--- src/rtl/draw_rect_if.sv ---
// Pixel bus between the 800x600 timing generator, the position requester and draw_rect.
// master: drives the *_in timing/RGB bus and the position request, observes the outputs.
// slave : draw_rect itself.
interface draw_rect_if;
    logic [10:0] hcount_in;
    logic [10:0] vcount_in;
    logic        hsync_in;
    logic        hblnk_in;
    logic        vsync_in;
    logic        vblnk_in;
    logic [11:0] rgb_in;

    logic [10:0] xpos_in;
    logic [10:0] ypos_in;
    logic        pos_valid;
    logic        pos_ready;

    logic [10:0] hcount_out;
    logic [10:0] vcount_out;
    logic        hsync_out;
    logic        hblnk_out;
    logic        vsync_out;
    logic        vblnk_out;
    logic [11:0] rgb_out;

    modport master (
        output hcount_in, vcount_in, hsync_in, hblnk_in, vsync_in, vblnk_in, rgb_in,
        output xpos_in, ypos_in, pos_valid,
        input  pos_ready,
        input  hcount_out, vcount_out, hsync_out, hblnk_out, vsync_out, vblnk_out, rgb_out
    );

    modport slave (
        input  hcount_in, vcount_in, hsync_in, hblnk_in, vsync_in, vblnk_in, rgb_in,
        input  xpos_in, ypos_in, pos_valid,
        output pos_ready,
        output hcount_out, vcount_out, hsync_out, hblnk_out, vsync_out, vblnk_out, rgb_out
    );
endinterface

--- src/rtl/draw_rect.sv ---
// draw_rect: overlays a solid (or outlined) rectangle on the pixel stream and re-emits the
// timing bus two cycles later. Position updates arrive over valid/ready and are applied
// only on the rising edge of vblnk_in so a frame never tears.
// Optional feature: define DRAW_RECT_BORDER_EN to draw only a BORDER-pixel outline.
module draw_rect #(
    parameter int unsigned WIDTH  = 64,
    parameter int unsigned HEIGHT = 48,
    parameter logic [11:0] COLOR  = 12'hF00,
    parameter int unsigned X_INIT = 0,
    parameter int unsigned Y_INIT = 0,
    parameter int unsigned BORDER = 2
) (
    input logic        pclk,
    input logic        rst_n,
    draw_rect_if.slave bus
);

`ifdef DRAW_RECT_BORDER_EN
    localparam bit BorderEn = 1'b1;
`else
    localparam bit BorderEn = 1'b0;
`endif
    // An outline this thick covers the whole rectangle, so draw it solid.
    localparam bit BorderSolid = (2 * BORDER >= WIDTH) || (2 * BORDER >= HEIGHT);

    typedef struct packed {
        logic [10:0] hcount;
        logic [10:0] vcount;
        logic        hsync;
        logic        hblnk;
        logic        vsync;
        logic        vblnk;
        logic [11:0] rgb;
    } tbus_t;

    typedef enum logic {StIdle, StPending} state_e;

    // Pipeline state
    tbus_t s1_d, s1_q;
    tbus_t s2_d, s2_q;
    logic  draw_s1_d, draw_s1_q;

    // Handshake state
    state_e      state_d, state_q;
    logic        pos_ready_d, pos_ready_q;
    logic [10:0] xa_d, xa_q;
    logic [10:0] ya_d, ya_q;
    logic [10:0] xp_d, xp_q;
    logic [10:0] yp_d, yp_q;
    logic        vblnk_prev_d, vblnk_prev_q;

    // Rectangle bounds at 12 bits so a rectangle past the frame edge clips instead of wrapping.
    logic [11:0] h12, v12;
    logic [11:0] x_lo, x_hi, y_lo, y_hi;
    logic        in_rect, rim;
    logic        vblnk_rise;

    // Stage 1 hit test and stage 2 compositing.
    always_comb begin
        h12  = {1'b0, bus.hcount_in};
        v12  = {1'b0, bus.vcount_in};
        x_lo = {1'b0, xa_q};
        y_lo = {1'b0, ya_q};
        x_hi = x_lo + 12'(WIDTH);
        y_hi = y_lo + 12'(HEIGHT);

        in_rect = (h12 >= x_lo) && (h12 < x_hi) && (v12 >= y_lo) && (v12 < y_hi);
        rim     = (h12 < x_lo + 12'(BORDER)) || (h12 >= x_hi - 12'(BORDER)) ||
                  (v12 < y_lo + 12'(BORDER)) || (v12 >= y_hi - 12'(BORDER));

        draw_s1_d = in_rect && (!BorderEn || BorderSolid || rim);

        s1_d.hcount = bus.hcount_in;
        s1_d.vcount = bus.vcount_in;
        s1_d.hsync  = bus.hsync_in;
        s1_d.hblnk  = bus.hblnk_in;
        s1_d.vsync  = bus.vsync_in;
        s1_d.vblnk  = bus.vblnk_in;
        s1_d.rgb    = bus.rgb_in;

        s2_d = s1_q;
        if (s1_q.hblnk || s1_q.vblnk) begin
            s2_d.rgb = 12'h000;
        end else if (draw_s1_q) begin
            s2_d.rgb = COLOR;
        end
    end

    // Next-state for the position handshake.
    always_comb begin
        vblnk_rise   = bus.vblnk_in && !vblnk_prev_q;
        vblnk_prev_d = bus.vblnk_in;
        state_d      = state_q;
        pos_ready_d  = pos_ready_q;
        xa_d         = xa_q;
        ya_d         = ya_q;
        xp_d         = xp_q;
        yp_d         = yp_q;
        unique case (state_q)
            StIdle: begin
                // A request accepted on the edge cycle itself waits for the next frame.
                if (bus.pos_valid) begin
                    xp_d        = bus.xpos_in;
                    yp_d        = bus.ypos_in;
                    state_d     = StPending;
                    pos_ready_d = 1'b0;
                end
            end
            StPending: begin
                if (vblnk_rise) begin
                    xa_d        = xp_q;
                    ya_d        = yp_q;
                    state_d     = StIdle;
                    pos_ready_d = 1'b1;
                end
            end
        endcase
    end

    // Two-stage pixel pipeline registers.
    always_ff @(posedge pclk or negedge rst_n) begin
        if (!rst_n) begin
            s1_q      <= '0;
            s2_q      <= '0;
            draw_s1_q <= 1'b0;
        end else begin
            s1_q      <= s1_d;
            s2_q      <= s2_d;
            draw_s1_q <= draw_s1_d;
        end
    end

    // Handshake FSM with registered pos_ready and active/pending positions.
    always_ff @(posedge pclk or negedge rst_n) begin
        if (!rst_n) begin
            state_q      <= StIdle;
            pos_ready_q  <= 1'b1;
            xa_q         <= 11'(X_INIT);
            ya_q         <= 11'(Y_INIT);
            xp_q         <= '0;
            yp_q         <= '0;
            vblnk_prev_q <= 1'b0;
        end else begin
            state_q      <= state_d;
            pos_ready_q  <= pos_ready_d;
            xa_q         <= xa_d;
            ya_q         <= ya_d;
            xp_q         <= xp_d;
            yp_q         <= yp_d;
            vblnk_prev_q <= vblnk_prev_d;
        end
    end

    assign bus.pos_ready  = pos_ready_q;
    assign bus.hcount_out = s2_q.hcount;
    assign bus.vcount_out = s2_q.vcount;
    assign bus.hsync_out  = s2_q.hsync;
    assign bus.hblnk_out  = s2_q.hblnk;
    assign bus.vsync_out  = s2_q.vsync;
    assign bus.vblnk_out  = s2_q.vblnk;
    assign bus.rgb_out    = s2_q.rgb;

endmodule

--- src/flat_wrapper.sv ---
// flat-port wrapper written by rule: the top's interface ports become plain ports
module draw_rect_flat 
#(
    parameter int unsigned WIDTH  = 64,
    parameter int unsigned HEIGHT = 48,
    parameter logic [11:0] COLOR  = 12'hF00,
    parameter int unsigned X_INIT = 0,
    parameter int unsigned Y_INIT = 0,
    parameter int unsigned BORDER = 2
)
  (pclk, rst_n, bus_hcount_in, bus_vcount_in, bus_hsync_in, bus_hblnk_in, bus_vsync_in, bus_vblnk_in, bus_rgb_in, bus_xpos_in, bus_ypos_in, bus_pos_valid, bus_pos_ready, bus_hcount_out, bus_vcount_out, bus_hsync_out, bus_hblnk_out, bus_vsync_out, bus_vblnk_out, bus_rgb_out);
  draw_rect_if bus_i ();
  input logic pclk;
  input logic rst_n;
  input wire logic [$bits(bus_i.hcount_in)-1:0] bus_hcount_in;
  input wire logic [$bits(bus_i.vcount_in)-1:0] bus_vcount_in;
  input wire logic [$bits(bus_i.hsync_in)-1:0] bus_hsync_in;
  input wire logic [$bits(bus_i.hblnk_in)-1:0] bus_hblnk_in;
  input wire logic [$bits(bus_i.vsync_in)-1:0] bus_vsync_in;
  input wire logic [$bits(bus_i.vblnk_in)-1:0] bus_vblnk_in;
  input wire logic [$bits(bus_i.rgb_in)-1:0] bus_rgb_in;
  input wire logic [$bits(bus_i.xpos_in)-1:0] bus_xpos_in;
  input wire logic [$bits(bus_i.ypos_in)-1:0] bus_ypos_in;
  input wire logic [$bits(bus_i.pos_valid)-1:0] bus_pos_valid;
  output wire logic [$bits(bus_i.pos_ready)-1:0] bus_pos_ready;
  output wire logic [$bits(bus_i.hcount_out)-1:0] bus_hcount_out;
  output wire logic [$bits(bus_i.vcount_out)-1:0] bus_vcount_out;
  output wire logic [$bits(bus_i.hsync_out)-1:0] bus_hsync_out;
  output wire logic [$bits(bus_i.hblnk_out)-1:0] bus_hblnk_out;
  output wire logic [$bits(bus_i.vsync_out)-1:0] bus_vsync_out;
  output wire logic [$bits(bus_i.vblnk_out)-1:0] bus_vblnk_out;
  output wire logic [$bits(bus_i.rgb_out)-1:0] bus_rgb_out;
  assign bus_i.hcount_in = bus_hcount_in;
  assign bus_i.vcount_in = bus_vcount_in;
  assign bus_i.hsync_in = bus_hsync_in;
  assign bus_i.hblnk_in = bus_hblnk_in;
  assign bus_i.vsync_in = bus_vsync_in;
  assign bus_i.vblnk_in = bus_vblnk_in;
  assign bus_i.rgb_in = bus_rgb_in;
  assign bus_i.xpos_in = bus_xpos_in;
  assign bus_i.ypos_in = bus_ypos_in;
  assign bus_i.pos_valid = bus_pos_valid;
  assign bus_pos_ready = bus_i.pos_ready;
  assign bus_hcount_out = bus_i.hcount_out;
  assign bus_vcount_out = bus_i.vcount_out;
  assign bus_hsync_out = bus_i.hsync_out;
  assign bus_hblnk_out = bus_i.hblnk_out;
  assign bus_vsync_out = bus_i.vsync_out;
  assign bus_vblnk_out = bus_i.vblnk_out;
  assign bus_rgb_out = bus_i.rgb_out;
  draw_rect #(.WIDTH(WIDTH), .HEIGHT(HEIGHT), .COLOR(COLOR), .X_INIT(X_INIT), .Y_INIT(Y_INIT), .BORDER(BORDER)) u_core (.pclk(pclk), .rst_n(rst_n), .bus(bus_i));
endmodule
--- config.mk ---
export PLATFORM = sky130hd
export DESIGN_NAME = draw_rect_flat
export DESIGN_NICKNAME = d
export VERILOG_FILES = /design/src/rtl/draw_rect_if.sv /design/src/rtl/draw_rect.sv /design/src/flat_wrapper.sv
export SDC_FILE = /design/constraint.sdc
export NUM_CORES = 1
export LEC_CHECK = 0
export ABC_CLOCK_PERIOD_IN_PS = 3700
export CAP_MARGIN = 20
export CORE_MARGIN = 4
export CORE_UTILIZATION = 40
export CTS_CLUSTER_DIAMETER = 100
export DETAILED_ROUTE_END_ITERATION = 16
export PLACE_DENSITY = 0.65
export SYNTH_ARGS = -nofsm -noshare
export SYNTH_HDL_FRONTEND = slang
export SYNTH_SLANG_ARGS = --single-unit
--- constraint.sdc ---
create_clock -name pclk -period 3.7 [get_ports pclk]
set_input_delay 0.74 -clock pclk [delete_from_list [all_inputs] [get_ports pclk]]
set_output_delay 0.74 -clock pclk [all_outputs]
set_load 0.01 [all_outputs]
==> run_results.csv, run 1 <==
group,metric,value,unit
grt,antenna_found_initial,0,
drt,wl,9.02,mm
sta,setup_tns,0,ns
sta,drv_slew,0,
place,pre_cts_slack,0.980,ns
grt,grt_pass1_vias,3016,
floorplanning,fp.dieArea,13600,um^2
clocking,ctsHoldBuffers,0,
place,numPortBuffers,101,
clocking,htree_levels,4,
setup_path,critPathMaxFanout,6,
grt,use_met2,0.215,
clocking,cts_buffers,17,
grt,use_met3,0.0451,
finish,fin_cells,593,
sta,finalClockSkew,0.0116,ns
grt,grt_max_degree,67,
logic_synthesis,yosysSeqAreaShare,0.653,
drt,vias,2836,
setup_path,endpoint_kind,"register",
flow_run,maxCapViolations,0,
finish,postLayoutCellArea,6500,um^2
finish,drive_gt1_frac,0.189,
sta,finalHoldViolations,0,
place,placed_cells,561,
finish,fin_util,0.567,
sta,setup_ws,1.20,ns
clocking,cts_resized,0,
floorplanning,ios,102,
finish,num-fill-cells,935,
power_and_ir_drop,power.total,4.38,mW
finish,fin_nets,536,
logic_synthesis,async_flop_share,1.00,
setup_path,cp.required,4.01,ns
outcome,status,"completed",
floorplanning,row_count,39,
logic_synthesis,syn_nets,418,
sta,worstMarginPinSlew,0.732,ns
sta,fin_crit_sh,0.677,
sta,rsz0062_at_grt,"false",
clocking,cts_tree,"done",
logic_synthesis,synthCells,319,
sta,relSlewSlack,0.512,
grt,grt_usage,0.146,
logic_synthesis,synth-edff-count,0,
sta,finalSetupViolCount,0,
place,place.gp.congestion,0.840,
grt,use_met1,0.197,
power_and_ir_drop,peakVddDrop,0.311,mV
drt,viasPerCell,4.78,
clocking,clk_pin_slew,0.06,ns
drt,routedWlPerCell,15.2,um
sta,whs,0.344,ns
setup_path,worstSetupPathType,"reg -> reg",
floorplanning,initial_core_util,0.411,
sta,finalCriticalPeriod,2.50,ns
logic_synthesis,avgSynthCellArea,14.8,um^2
drt,drt_iter0_drc,121,
grt,overflow,0,
grt,busiest_layer,"met2",
logic_synthesis,ys_ff_latch,123,
logic_synthesis,syn-cell-area,4720,um^2
finish,n_antenna_cell,0,
clocking,clock-root-buffer,"clkbuf_16",
worst_hold_path,hold_class,"reg -> reg",
place,place_hpwl,6.73,mm
drt,final_antenna_net_count,0,
drt,drc,0,
setup_path,cp-start-kind,"register",
setup_path,worstPathArrival,2.81,ns
floorplanning,die_w,117,um
power_and_ir_drop,power-per-cell-area,673,nW/um^2
finish,syn2layout_area_growth,37.9,%
floorplanning,coreArea,11500,um^2
clocking,clock_latency,0.41,ns
logic_synthesis,synth_cell_types,39,
grt,grt_first_pass_wirelength,14.9,mm
drt,drtPass1Iterations,4,
clocking,clk_path_buf_depth,2,
place,placed_area,5920,um^2
power_and_ir_drop,p_leak,2.93,nW
logic_synthesis,synth_ff_type,"dfrtp_1",
clocking,cts_setup_buffers,0,
floorplanning,die_y,117,um
clocking,cts.sinks,123,
logic_synthesis,synth_warnings,0,
sta,max_clock_freq,399,MHz
## synthesized netlist by cell type (2+ instances only)
cell | number | area, um^2
nor2_1 | 6 | 22.5
buf_2 | 4 | 20.0
a21o_1 | 6 | 45.0
nand3_1 | 6 | 30.0
o21ai_0 | 5 | 25.0
inv_1 | 24 | 90.1
nor2b_1 | 2 | 12.5
nor3_1 | 3 | 15.0
and2_1 | 8 | 50.1
mux2_2 | 44 | 495
a211oi_1 | 2 | 15.0
nand2_1 | 2 | 7.51
dfrtp_1 | 122 | 3050
a21oi_1 | 10 | 50.1
nand3b_1 | 2 | 15.0
nand2b_1 | 2 | 12.5
xnor2_1 | 7 | 61.3
ha_1 | 36 | 450
nand4_1 | 4 | 25.0
o21a_1 | 5 | 37.5
## report_power, final
part / switching (mW) / leakage (nW) / internal, mW / total (mW)
registers: 0.157 / 1.46 / 1.57 / 1.73
clock network: 0.611 / 0.281 / 1.00 / 1.61
logic: 0.472 / 1.19 / 0.563 / 1.04
## registers in the layout, summed over array words and instances (netlist names), 11 cells and up
name	flops
u_core.s1_q	38
u_core.xa_q	11
u_core.ya_q	11
u_core.yp_q	11
u_core.xp_q	11
u_core.bus.rgb_out	12
u_core.bus.hcount_out	11
u_core.bus.vcount_out	11
## area by class of cell
cell class | instances | area [um^2] | share of cell area
inverters | 24 | 90.1 | 0.0138
well taps | 143 | 179 | 0.0275
clock inverters | 15 | 163 | 0.0250
repair buffers | 104 | 1040 | 0.160
multi-input cells | 167 | 1530 | 0.234
flip-flops and latches | 123 | 3080 | 0.473
clock buffers | 17 | 425 | 0.0654
## cells by family (layout without fill, tap and decap cells)
group / after synthesis / after routing / synth area share
xor gates and xnor gates: 8 / 8 / 0.0149
muxes: 44 / 44 / 0.105
adders and majority gates: 36 / 36 / 0.0955
AOI/OAI and AO/OA: 39 / 39 / 0.0581
and+or+nand+nor: 40 / 40 / 0.0493
DFF: 123 / 123 / 0.653
buffers and inverters: 29 / 160 / 0.0241
## placed cells by master, fill, tap and decap left out, drive strengths merged, types with 2 or more instances in the layout
cell type,Yosys,final
nand2,2,2
clkinvlp,0,3
nand2b,2,2
nand3,6,6
inv,24,29
clkdlybuf4s50,0,100
nand3b,2,2
and2,8,8
o21ai,5,5
clkinv,0,5
xnor2,7,7
clkbuf,1,17
nor2,6,6
bufinv,0,2
o21a,5,5
dfrtp,122,122
a21oi,10,10
a211oi,3,3
mux2,44,44
buf,4,4
ha,36,36
nand4,4,4
nor3,3,3
a21o,6,6
nor2b,2,2
## final timing paths
| path | to | slack, ns | cells after the start | from |
|---|---|---|---|---|
| hold / removal | u_core.bus.vcount_out[8] | 0.34 | 0 | u_core.s1_q[24] |
| setup / recovery | u_core.draw_s1_q | 1.20 | 10 | u_core.ya_q[4] |
| max in group asynchronous | u_core.s1_q[35] | 2.53 | 2 | rst_n |
| setup reg to reg | u_core.draw_s1_q | 1.20 | 10 | u_core.ya_q[4] |
| hold reg to reg | u_core.bus.vcount_out[8] | 0.34 | 0 | u_core.s1_q[24] |
| min in group asynchronous | u_core.ya_q[4] | 0.38 | 1 | rst_n |
## worst max-delay path, stage by stage (launching register included)
cell and delay, ns:
dfrtp_1 0.43, inv_1 0.09, ha_1 0.24, nor2_1 0.14
xnor2_1 0.15, ha_1 0.28, a21oi_1 0.15, nand2_1 0.08
or3_1 0.36, o221a_1 0.24, nor4_2 0.24
## per-layer routing
| layer | vias up | share of wire |
|---|---|---|
| li1 | 1366 | - |
| met1 | 1374 | 0.46 |
| met2 | 82 | 0.46 |
| met3 | 14 | 0.058 |
| met4 | 0 | 0.022 |
| met5 | - | 0 |
(Power assumes the default switching activity.)
==> run 2, diff against run 1 <==
--- a/config.mk
+++ b/config.mk
@@ -5,13 +5,13 @@
 export SDC_FILE = /design/constraint.sdc
 export NUM_CORES = 1
 export LEC_CHECK = 0
-export ABC_CLOCK_PERIOD_IN_PS = 3700
+export ABC_CLOCK_PERIOD_IN_PS = 2300
 export CAP_MARGIN = 20
 export CORE_MARGIN = 4
 export CORE_UTILIZATION = 40
 export CTS_CLUSTER_DIAMETER = 100
 export DETAILED_ROUTE_END_ITERATION = 16
-export PLACE_DENSITY = 0.65
+export PLACE_DENSITY = 0.68
 export SYNTH_ARGS = -nofsm -noshare
 export SYNTH_HDL_FRONTEND = slang
 export SYNTH_SLANG_ARGS = --single-unit
==> constraint.sdc (replaced) <==
create_clock -name pclk -period 2.3 [get_ports pclk]
set_input_delay 0.46 -clock pclk [delete_from_list [all_inputs] [get_ports pclk]]
set_output_delay 0.46 -clock pclk [all_outputs]
set_load 0.01 [all_outputs]
==> run_results.csv, run 2 (synthesis results as in run 1) <==
group,metric,value,unit
finish,final_common_cell,"dfrtp_1",
drt,drtPass1Iterations,4,
drt,final_antenna_net_count,0,
sta,relSlewSlack,0.588,
grt,grt_pass1_vias,3148,
floorplanning,initial_core_util,0.411,
place,place_hpwl,7.19,mm
sta,finalSetupViolCount,0,
setup_path,timing.rr.end,"u_core.draw_s1_q",
finish,mostFrequentLayoutCells,"122 x dfrtp_1, 100 x clkdlybuf4s50_1, 44 x mux2_2",
power_and_ir_drop,peakVddDrop,0.607,mV
clocking,clock_latency,0.42,ns
place,placed_area,6080,um^2
sta,fin_crit_sh,0.970,
grt,grt_usage,0.154,
setup_path,rr_worst_depth,10,
flow_run,maxCapViolations,0,
floorplanning,ios,102,
clocking,cts_buffers,17,
place,numPortBuffers,101,
power_and_ir_drop,power-per-cell-area,1120,nW/um^2
grt,grt_max_degree,46,
setup_path,worstPathArrival,2.56,ns
clocking,clock-root-buffer,"clkbuf_16",
sta,max_clock_freq,448,MHz
finish,multi_input_area,1560,um^2
grt,antenna_found_initial,0,
drt,drt_iter0_drc,95,
grt,grt_first_pass_wirelength,15.5,mm
drt,vias,2952,
floorplanning,row_count,39,
setup_path,cp-start-kind,"register",
sta,finalCriticalPeriod,2.23,ns
finish,syn2layout_area_growth,43.6,%
power_and_ir_drop,p_leak,3.05,nW
setup_path,reg2reg_slack,0.07,ns
clocking,clk_pin_slew,0.06,ns
floorplanning,coreArea,11500,um^2
setup_path,cp_slowest_cell,"dfrtp_1",
grt,overflow,0,
clocking,ctsHoldBuffers,0,
sta,worstMarginPinSlew,0.613,ns
finish,regArea,3080,um^2
finish,drive_gt1_frac,0.237,
drt,viasPerCell,4.82,
setup_path,endpoint_kind,"register",
floorplanning,die_y,117,um
finish,postLayoutCellArea,6770,um^2
clocking,cts_tree,"done",
clocking,htree_levels,4,
sta,drv_slew,0,
outcome,status,"completed",
finish,largest_reg_flops,38,
setup_path,worstSetupPathType,"reg -> reg",
setup_path,critPathMaxFanout,3,
worst_hold_path,hold_class,"in -> async",
floorplanning,die_w,117,um
setup_path,worstPathCellList,"inv_2 > ha_4 > nor2_2 > xnor2_1 > ha_1 > a21oi_2 > nand2_1 > or3_1 > o221a_1 > nor4_2",
finish,top_register,"u_core.s1_q",
place,place.gp.congestion,0.864,
setup_path,r2r-start,"u_core.ya_q[5]",
setup_path,max_stage_delay,0.38,ns
finish,fin_nets,555,
finish,n_antenna_cell,0,
drt,drc,0,
setup_path,cp.required,2.63,ns
clocking,cts.sinks,123,
sta,finalClockSkew,0.00812,ns
drt,wl,9.54,mm
sta,setup_tns,0,ns
floorplanning,fp.dieArea,13600,um^2
finish,num-fill-cells,930,
clocking,clk_path_buf_depth,2,
drt,routedWlPerCell,15.6,um
sta,finalHoldViolations,0,
sta,rsz0062_at_grt,"true",
[run 2: cell count changes in the layout (fill, tap and decap cells not counted), moves of 2 or more]
cell / before / now
inv_6: 5 / 1
buf_4: 3 / 20
inv_1: 24 / 22
inv_2: 0 / 2
buf_12: 1 / 3
clkinvlp_4: 3 / 5
bufinv_16: 2 / 5
[run 2: worst max-delay path by stage]
| stage | cells after the start | to | start | slack [ns] |
|---|---|---|---|---|
| after floorplan | 10 | u_core.draw_s1_q | u_core.ya_q[4] | 0.06 |
| after global placement | 7 | u_core.draw_s1_q | bus_vcount_in[10] | -0.07 |
| after detailed placement | 7 | u_core.draw_s1_q | bus_vcount_in[10] | -0.09 |
| after CTS | 9 | u_core.draw_s1_q | u_core.ya_q[5] | 0.0006 |
| after global routing | 10 | u_core.draw_s1_q | u_core.ya_q[4] | -0.007 |
| final | 10 | u_core.draw_s1_q | u_core.ya_q[5] | 0.07 |
[run 2: layer usage]
layer,share of wire,track usage,up-vias
met5,0,0,-
met4,0.018,0.0680,0
met3,0.061,0.0580,18
met2,0.47,0.235,81
met1,0.45,0.199,1456
li1,-,-,1397
[run 2: worst max-delay path, delay by kind of cell, from the launching register on]
kind | cells | cell delay (ns)
XOR/XNOR | 1 | 0.18
adder cells (fa/ha/maj) | 2 | 0.43
AO/OA/AOI/OAI | 2 | 0.39
flip-flops | 1 | 0.38
AND/OR/NAND/NOR | 4 | 0.66
buffers and inverters | 1 | 0.09
[run 2: report_power, final]
part | total, mW | switching (mW) | internal (mW)
registers | 2.74 | 0.214 | 2.53
clock network | 2.93 | 0.975 | 1.95
logic | 1.89 | 0.852 | 1.04
total | 7.56 | 2.04 | 5.52
[run 2: through the flow]
stage	setup slack, ns	util	cells	power (mW)	hold WS, ns
final	0.0691	0.591	612	7.56	0.0353
after global routing	-0.00685	0.591	612	8.02	0.0799
after CTS	0.000591	0.589	612	7.60	0.0544
after detailed placement	-0.0857	0.530	579	4.62	0.335
after global placement	-0.0668	0.530	579	4.55	0.332
after floorplan	0.0567	-	319	3.88	0.164
[run 2: final cells by class]
type	count	share of cell area
Inverter	24	0.0133
Tap cell	143	0.0264
Sequential cell	123	0.455
Timing Repair Buffer	123	0.179
Clock inverter	14	0.0323
Multi-Input combinational cell	167	0.230
Clock buffer	18	0.0648
[run 2: what timing repair did]
action / CTS / global route
pin swaps: 4 / 5
gates resized for setup: 4 / 5
endpoints found under the setup margin: 1 / 1
cloned: 0 / 0
setup buffers: 1 / 0
